===== src/rtl/cpu_pkg.sv =====
// cpu_pkg -- shared types and constants for the ID/EX pipeline slice.
//   CPU_XLEN           : default operand/PC width
//   ctrl_t             : packed decode control bundle (mem_read at bit 0, reg_write at bit 1)
//   fwd_sel_e          : operand source select {FWD_RF, FWD_MEM, FWD_WB}
// Consumers that take the control bundle as a plain vector index it with the
// CTRL_*_BIT constants, so the bit positions here and in ctrl_t must agree.
package cpu_pkg;

   localparam int unsigned CPU_XLEN           = 32;
   localparam int unsigned CTRL_MEM_READ_BIT  = 0;
   localparam int unsigned CTRL_REG_WRITE_BIT = 1;

   typedef struct packed {
      logic [5:0] misc;
      logic [3:0] alu_op;
      logic       alu_src;
      logic       branch;
      logic       jump;
      logic       mem_write;
      logic       reg_write;
      logic       mem_read;
   } ctrl_t;

   typedef enum logic [1:0] {
      FWD_RF,
      FWD_MEM,
      FWD_WB
   } fwd_sel_e;

endpackage


===== src/rtl/forward_mux.sv =====
// forward_mux -- picks one source operand from the register file or the MEM/WB bypass.
// Ports:
//   rs                         : source register index
//   rf_data                    : register-file read data for rs
//   mem_valid/mem_rd/mem_data  : result of the instruction in MEM
//   wb_valid/wb_rd/wb_data     : result of the instruction in WB
//   operand                    : selected operand
//   sel                        : which source was selected
// Bypass paths exist only when ID_EX_FORWARDING_EN is defined; otherwise the
// operand is always register-file data and hazards are resolved by stalling.
module forward_mux
   import cpu_pkg::*;
#(
   parameter int unsigned XLEN = CPU_XLEN
) (
   input  logic [4:0]      rs,
   input  logic [XLEN-1:0] rf_data,
   input  logic            mem_valid,
   input  logic [4:0]      mem_rd,
   input  logic [XLEN-1:0] mem_data,
   input  logic            wb_valid,
   input  logic [4:0]      wb_rd,
   input  logic [XLEN-1:0] wb_data,
   output logic [XLEN-1:0] operand,
   output fwd_sel_e        sel
);

`ifdef ID_EX_FORWARDING_EN
   logic mem_hit;
   logic wb_hit;

   // x0 is never bypassed: it must read as the register file's hardwired zero.
   assign mem_hit = mem_valid && (mem_rd == rs) && (rs != 5'd0);
   assign wb_hit  = wb_valid && (wb_rd == rs) && (rs != 5'd0);

   // MEM holds the younger result, so it wins over WB.
   always_comb begin
      sel     = FWD_RF;
      operand = rf_data;
      if (mem_hit) begin
         sel     = FWD_MEM;
         operand = mem_data;
      end else if (wb_hit) begin
         sel     = FWD_WB;
         operand = wb_data;
      end
   end
`else
   logic unused_fwd;

   assign sel        = FWD_RF;
   assign operand    = rf_data;
   assign unused_fwd = ^{rs, mem_valid, mem_rd, mem_data, wb_valid, wb_rd, wb_data};
`endif

endmodule


===== src/rtl/id_ex_stage.sv =====
// id_ex_stage -- one-entry ID/EX pipeline register with operand bypass and hazard stall.
// Ports:
//   clk, rstn                        : clock (rising edge), synchronous active-low reset
//   in_valid/in_ready                : decode-side handshake
//   in_pc, in_imm, in_rs1/2, in_rd   : decode transaction fields
//   in_ctrl                          : packed control bundle (cpu_pkg::ctrl_t layout)
//   rf_rd1, rf_rd2                   : register-file read data for in_rs1/in_rs2
//   fwd_mem_*, fwd_wb_*              : results of the instructions in MEM and WB
//   flush                            : branch redirect, kills the stage and the decode slot
//   out_ready/out_valid              : execute-side handshake
//   out_pc, out_imm, out_op1/2, out_rd, out_ctrl : registered transaction to EX
//   hazard_stall                     : decode transaction cannot issue this cycle
// Macro ID_EX_FORWARDING_EN enables the MEM/WB bypass. Without it every RAW
// dependency on EX or MEM stalls, and WB relies on the register file writing on
// the falling edge so the read in the same cycle already sees the new value.
module id_ex_stage
   import cpu_pkg::*;
#(
   parameter int unsigned XLEN   = CPU_XLEN,
   parameter int unsigned CTRL_W = $bits(ctrl_t)
) (
   input  logic              clk,
   input  logic              rstn,
   input  logic              in_valid,
   input  logic [XLEN-1:0]   in_pc,
   input  logic [XLEN-1:0]   in_imm,
   input  logic [4:0]        in_rs1,
   input  logic [4:0]        in_rs2,
   input  logic [4:0]        in_rd,
   input  logic [CTRL_W-1:0] in_ctrl,
   input  logic [XLEN-1:0]   rf_rd1,
   input  logic [XLEN-1:0]   rf_rd2,
   input  logic              fwd_mem_valid,
   input  logic [4:0]        fwd_mem_rd,
   input  logic [XLEN-1:0]   fwd_mem_data,
   input  logic              fwd_wb_valid,
   input  logic [4:0]        fwd_wb_rd,
   input  logic [XLEN-1:0]   fwd_wb_data,
   input  logic              flush,
   input  logic              out_ready,
   output logic              in_ready,
   output logic              out_valid,
   output logic [XLEN-1:0]   out_pc,
   output logic [XLEN-1:0]   out_imm,
   output logic [XLEN-1:0]   out_op1,
   output logic [XLEN-1:0]   out_op2,
   output logic [4:0]        out_rd,
   output logic [CTRL_W-1:0] out_ctrl,
   output logic              hazard_stall
);

   logic              out_valid_q;
   logic [XLEN-1:0]   out_pc_q;
   logic [XLEN-1:0]   out_imm_q;
   logic [XLEN-1:0]   out_op1_q;
   logic [XLEN-1:0]   out_op2_q;
   logic [4:0]        out_rd_q;
   logic [CTRL_W-1:0] out_ctrl_q;

   logic [XLEN-1:0]   op1;
   logic [XLEN-1:0]   op2;
   fwd_sel_e          op1_sel;
   fwd_sel_e          op2_sel;
   logic              unused_sel;

   logic              load_use;
   logic              hazard_raw;
   logic              hazard;
   logic              slot_free;

   forward_mux #(
      .XLEN (XLEN)
   ) u_fwd_op1 (
      .rs        (in_rs1),
      .rf_data   (rf_rd1),
      .mem_valid (fwd_mem_valid),
      .mem_rd    (fwd_mem_rd),
      .mem_data  (fwd_mem_data),
      .wb_valid  (fwd_wb_valid),
      .wb_rd     (fwd_wb_rd),
      .wb_data   (fwd_wb_data),
      .operand   (op1),
      .sel       (op1_sel)
   );

   forward_mux #(
      .XLEN (XLEN)
   ) u_fwd_op2 (
      .rs        (in_rs2),
      .rf_data   (rf_rd2),
      .mem_valid (fwd_mem_valid),
      .mem_rd    (fwd_mem_rd),
      .mem_data  (fwd_mem_data),
      .wb_valid  (fwd_wb_valid),
      .wb_rd     (fwd_wb_rd),
      .wb_data   (fwd_wb_data),
      .operand   (op2),
      .sel       (op2_sel)
   );

   // Select codes are kept for debug visibility only.
   assign unused_sel = ^{op1_sel, op2_sel};

   // A load in the stage has no result until after MEM, so a dependent
   // instruction cannot be bypassed and must wait one cycle.
   assign load_use = out_valid_q && out_ctrl_q[CTRL_MEM_READ_BIT] && (out_rd_q != 5'd0) &&
                     ((out_rd_q == in_rs1) || (out_rd_q == in_rs2));

`ifdef ID_EX_FORWARDING_EN
   assign hazard_raw = load_use;
`else
   logic rs1_dep;
   logic rs2_dep;

   assign rs1_dep = (in_rs1 != 5'd0) &&
                    ((out_valid_q && out_ctrl_q[CTRL_REG_WRITE_BIT] && (out_rd_q == in_rs1)) ||
                     (fwd_mem_valid && (fwd_mem_rd == in_rs1)));
   assign rs2_dep = (in_rs2 != 5'd0) &&
                    ((out_valid_q && out_ctrl_q[CTRL_REG_WRITE_BIT] && (out_rd_q == in_rs2)) ||
                     (fwd_mem_valid && (fwd_mem_rd == in_rs2)));
   assign hazard_raw = load_use || rs1_dep || rs2_dep;
`endif

   assign hazard       = rstn && hazard_raw;
   assign hazard_stall = hazard;
   assign slot_free    = !out_valid_q || out_ready;

   // During flush the decode slot is accepted and silently dropped.
   always_comb begin
      in_ready = 1'b0;
      if (rstn) begin
         if (flush) begin
            in_ready = 1'b1;
         end else begin
            in_ready = slot_free && !hazard;
         end
      end
   end

   always_ff @(posedge clk) begin
      if (!rstn) begin
         out_valid_q <= 1'b0;
         out_pc_q    <= '0;
         out_imm_q   <= '0;
         out_op1_q   <= '0;
         out_op2_q   <= '0;
         out_rd_q    <= '0;
         out_ctrl_q  <= '0;
      end else if (flush) begin
         out_valid_q <= 1'b0;
      end else if (hazard) begin
         // Bubble into EX while the decode transaction waits.
         if (slot_free) begin
            out_valid_q <= 1'b0;
         end
      end else if (slot_free) begin
         out_valid_q <= in_valid;
         if (in_valid) begin
            out_pc_q   <= in_pc;
            out_imm_q  <= in_imm;
            out_op1_q  <= op1;
            out_op2_q  <= op2;
            out_rd_q   <= in_rd;
            out_ctrl_q <= in_ctrl;
         end
      end
   end

   assign out_valid = out_valid_q;
   assign out_pc    = out_pc_q;
   assign out_imm   = out_imm_q;
   assign out_op1   = out_op1_q;
   assign out_op2   = out_op2_q;
   assign out_rd    = out_rd_q;
   assign out_ctrl  = out_ctrl_q;

endmodule

===== config.mk =====
export PLATFORM = sky130hd
export DESIGN_NAME = id_ex_stage
export DESIGN_NICKNAME = d
export VERILOG_FILES = /design/src/rtl/cpu_pkg.sv /design/src/rtl/forward_mux.sv /design/src/rtl/id_ex_stage.sv
export SDC_FILE = /design/constraint.sdc
export NUM_CORES = 1
export LEC_CHECK = 0
export CORE_AREA = 2 2 151 153
export CTS_BUF_LIST = sky130_fd_sc_hd__clkbuf_4 sky130_fd_sc_hd__clkbuf_8
export DETAILED_ROUTE_END_ITERATION = 12
export DIE_AREA = 0 0 153 155
export GPL_TIMING_DRIVEN = 0
export PLACE_DENSITY = 0.63
export SKIP_CTS_REPAIR_TIMING = 1
export SLEW_MARGIN = 20
export SYNTH_ARGS = -nofsm -noshare
export SYNTH_HDL_FRONTEND = slang
export SYNTH_SLANG_ARGS = --single-unit

===== constraint.sdc =====
create_clock -name clk -period 8.2 [get_ports clk]
set_input_delay 2.46 -clock clk [delete_from_list [all_inputs] [get_ports clk]]
set_output_delay 2.46 -clock clk [all_outputs]
set_load 0.02 [all_outputs]

# --- Word-level counts from Yosys, hierarchy flattened ---
# Cells that the tools add are included.
totals:
  ff_bits: 150
  input_bits: 240
classes:
  eq_ne: 4
  mux: 5
  bitwise: 3
  reduce_logical: 25
op_table:
  columns: ["op", "n"]
  rows:
  - ["== test 5 bit", 4]
  - ["nonzero test 5 bit", 3]
  - ["logical AND 1 bit", 12]
  - ["logical OR 1 bit", 6]
  - ["2-to-1 mux 1 bit", 5]
  - ["AND reduction 4 bit", 1]
  - ["inverter 1 bit", 3]
  - ["zero test 1 bit", 2]
  - ["OR reduction 2 bit", 1]

# --- Longest topological paths before layout ---
# Gate-level depths: netlist of the first run.
logic_depth:
  depth_word: 11
  mapped_depth: 7
  ltp_nobuf: 5

# --- Cells and area by module ---
# A second synthesis of the first run with hierarchy kept.
hier_totals:
  cells_unflattened: 766
  hier_area_um2: 6739.0
modules_own_cells:
  columns: ["module", "instances", "cells_per_inst", "area_per_inst_um2"]
  rows:
  - ["id_ex_stage", 1, 696, 6221.0]
  - ["forward_mux", 2, 35, 259.0]

# --- Least setup slack after synthesis of the first run ---
# No wires, ideal clock.
synth_path:
  kind: "input -> output"
  start: "input port in_rs1[1]"
  end: "output port in_ready"
  arrival_ns: 3.832
  required_time_ns: 5.740
  setup_slack_ns: 1.908
  stages: 5
  path_cell_list: "or4_1 > o211ai_1 > o22ai_1 > a211oi_1 > a22o_1"
synth_between:
  elab_chain_len: 11
  elab_cells_between_ends: 16
synth_lines:
  columns: ["element", "line_no", "text"]
  rows:
  - ["start: declaration", "id_ex_stage.sv:27", "input logic [4:0] in_rs1,"]
  - ["== test 5 bit (on tied branches)", "id_ex_stage.sv:107, id_ex_stage.sv:116, id_ex_stage.sv:117", null]
  - ["logical AND 1 bit (on tied branches)", "id_ex_stage.sv:116, id_ex_stage.sv:117", null]
  - ["logical OR 1 bit", "id_ex_stage.sv:116", "((out_valid_q && out_ctrl_q[CTRL_REG_WRITE_BIT] && (out_rd_q == in_rs1)) ||"]
  - ["logical AND 1 bit", "id_ex_stage.sv:115", "assign rs1_dep = (in_rs1 != 5'd0) &&"]
  - ["logical OR 1 bit (*) (2 in a row)", "id_ex_stage.sv:121", "assign hazard_raw = load_use || rs1_dep || rs2_dep;"]
  - ["logical AND 1 bit (*)", "id_ex_stage.sv:124", "assign hazard = rstn && hazard_raw;"]
  - ["zero test 1 bit (*)", "id_ex_stage.sv:135", "in_ready = slot_free && !hazard;"]
  - ["logical AND 1 bit (*)", "id_ex_stage.sv:135", null]
  - ["2-to-1 mux 1 bit (*)", "id_ex_stage.sv:132", "if (flush) begin"]
  - ["2-to-1 mux 1 bit (*)", "id_ex_stage.sv:131", "if (rstn) begin"]
  - ["end: declaration", "id_ex_stage.sv:41", "output logic in_ready,"]
# Mark *: on every way between the ends. The rest lies on a longest branch, timed or not.

# --- Worst setup path in the final report of the first run ---
# Same ends and word-level chain as after synthesis.

==> run metrics, run 1 <==
status=finished, final reports clean; sequential area share after synthesis=0.483; RSZ-0062 raised after global routing=false; routability congestion estimate=0.799; synthesized area=6220 sq um; Port Buf Inserts=320; pin count of the biggest net entering global routing=17; Reg2Reg Depth=7; Min Hold Slack=0.458 ns; crit share post-route=0.920; root buffer cell=clkbuf_8; skew final=0.0173 ns; peak supply drop=0.119 mV; standard-cell rows=55; max_cap viols=0; die area=23700 sq um; crit path from=in_rs1[1]; reg-to-reg endpoint=out_ctrl[4]$_SDFFE_PN0P_; die width=153 microns; syn_nets=935; synth unique cells=27; Area Growth Syn to Fin=63.6%; CTS clk-pin slew, worst paths=0.08 ns; crit-path most repeated cell=clkdlybuf4s50_1; Critical Path AT=5.08 ns; crit path to=in_ready; Main synth FF type=dfxtp_1; Crit Path Max Fanout=3; Final Hold Viols=0; Reg-to-Reg Start=out_rd[0]$_SDFFE_PN0P_; Initial Util=0.280; GRT Residual Overflow=0; commonest non-fill, non-tap cell in the layout=clkdlybuf4s50_1; Clock Latency Late Sink=0.45 ns; nets=1274; post-detailed-route wirelength per cell=15.3 microns; final WL=20400 microns; final slew viol count=0; synth warn=0; Yosys reg bits=150; Worst-Margin Slew=0.714 ns; P_leak=3.84 nW; initial antenna violation count=0; vias=5807; layout cells sized above 1=0.0468; PD cells=171 nW/um^2; Setup-failing EPs final=0; critical path launch point type=input pin; worst slack at placement=0.618 ns; CTS sink cnt=150; routed vias/inst=4.36; CP max stage delay=0.61 ns; # IOs=392; global-route wire length before repair=31900 microns; H-tree depth=4; CTS Buf Count=17; post-synthesis cell count=695; Setup TNS Final=0 ns; Crit. End Element=output port; total core area=22200 sq um; sequence of cells on the critical path=clkdlybuf4s50_1, or4_1, o211ai_1, o22ai_1, a211oi_1, a22o_1, clkdlybuf4s50_1; Syn Area/Cell=8.95 sq um; CP max-delay cell=clkdlybuf4s50_1; commonest non-fill, non-tap cells in the layout=clkdlybuf4s50_1, nand2_1, dfxtp_1; DP HPWL=15300 microns; aggregate global-route resource usage=0.168; Final Worst Setup Slack=0.656 ns; DRC viols=0; vias in the first global route=5891; die extent in y=155 microns; Initial DRC Count=227; Achievable Freq=133 MHz; Pre-antenna DRT Iters=4; Max transition margin=0.524; CP required=5.74 ns; Clock Tree Buf Depth=2; fillers=2201; r2r setup slk=5.60 ns; n_diodes=0; final critical-path required period=7.54 ns; total power=1.74 mW; Post-synth ARST share=0; CTS tree=built; Post-synth EDFFs=0; Worst Hold Class=flip-flop to flip-flop; Post-DRT Antenna Nets=0; WS Path Type=input pin to output port
==> area by class of cell <==
class,count,area [sq um],area share
buffer,50,238,0.0234
clock buffer,19,262,0.0257
clock inverter,13,138,0.0135
inverter,1,3.75,0.000369
multi-input combinational,494,2980,0.292
sequential,150,3000,0.295
tap,285,357,0.0350
timing repair buffer,320,3200,0.315
==> layer usage <==
metal / vias to the layer above / part of all wire / routed length (microns) / global-route usage
met2: 185 / 0.47 / 9580 / 0.275
li1: 2933 / - / - / -
met1: 2668 / 0.45 / 9110 / 0.213
met5: - / 0 / 0 / 0
met3: 21 / 0.068 / 1400 / 0.0515
met4: 0 / 0.016 / 324 / 0.0516
==> per-stage QoR <==
step / cell area [sq um] / instances / utilization
after floorplan: 6220 / 695 / -
after global placement: 9780 / 1300 / 0.440
after detailed placement: 9780 / 1300 / 0.440
after CTS: 10200 / 1332 / 0.458
after global routing: 10200 / 1332 / 0.458
final: 10200 / 1332 / 0.458
==> power breakdown <==
part | leakage (nW) | internal, mW | total [mW] | switching (mW)
registers | 1.23 | 0.768 | 0.791 | 0.0229
logic | 2.43 | 0.192 | 0.357 | 0.165
clock network | 0.191 | 0.266 | 0.588 | 0.322
==> worst min path at each step <==
stage / startpoint / endpoint / slack, ns / cells past startpoint
floorplan: out_ctrl[10]$_SDFFE_PN0P_ / out_ctrl[10]$_SDFFE_PN0P_ / 0.53 / 2
global placement: out_op2[25]$_SDFFE_PN0P_ / out_op2[25]$_SDFFE_PN0P_ / 0.44 / 2
detailed placement: out_op2[8]$_SDFFE_PN0P_ / out_op2[8]$_SDFFE_PN0P_ / 0.45 / 2
CTS: out_pc[29]$_SDFFE_PN0P_ / out_pc[29]$_SDFFE_PN0P_ / 0.46 / 2
global route: out_pc[27]$_SDFFE_PN0P_ / out_pc[27]$_SDFFE_PN0P_ / 0.48 / 2
finish: out_pc[29]$_SDFFE_PN0P_ / out_pc[29]$_SDFFE_PN0P_ / 0.46 / 2
==> worst max-delay path, delay by kind of cell <==
kind | cells | cell delay (ns)
simple gates | 1 | 0.59
compound gates | 4 | 0.95
buf+inv | 2 | 1.09
==> sequential cells by signal, indices dropped and copies added, names as in the netlist <==
signal / flops
out_imm: 32
out_op1: 32
out_op2: 32
out_pc: 32
out_ctrl: 16
out_rd: 5
out_valid: 1
==> cell families after synthesis <==
family / Yosys count / share of synthesized area
AOI/OAI and AO/OA: 12 / 0.0157
xor gates and xnor gates: 20 / 0.0282
buffers and inverters: 51 / 0.0388
DFF: 150 / 0.483
muxes: 149 / 0.240
and+or+nand+nor: 313 / 0.195
==> synthesized netlist by cell type, types with 2 or more instances <==
master / number / area share
buf_4: 12 / 0.014
or4_1: 3 / 0.0036
xnor2_1: 18 / 0.025
nand2_1: 299 / 0.18
o211ai_1: 3 / 0.0036
buf_2: 4 / 0.0032
nand4_1: 4 / 0.0040
dfxtp_1: 150 / 0.48
clkbuf_1: 34 / 0.021
xor2_1: 2 / 0.0028
mux2i_1: 149 / 0.24
o22ai_1: 2 / 0.0020
(Power assumes the default switching activity.)
==> run 2: changes to the inputs <==
HOLD_SLACK_MARGIN = 0.06   (was unset)
==> results of run 2 <==
Same layout as run 1: the final DEF is identical, and so are final timing and power.
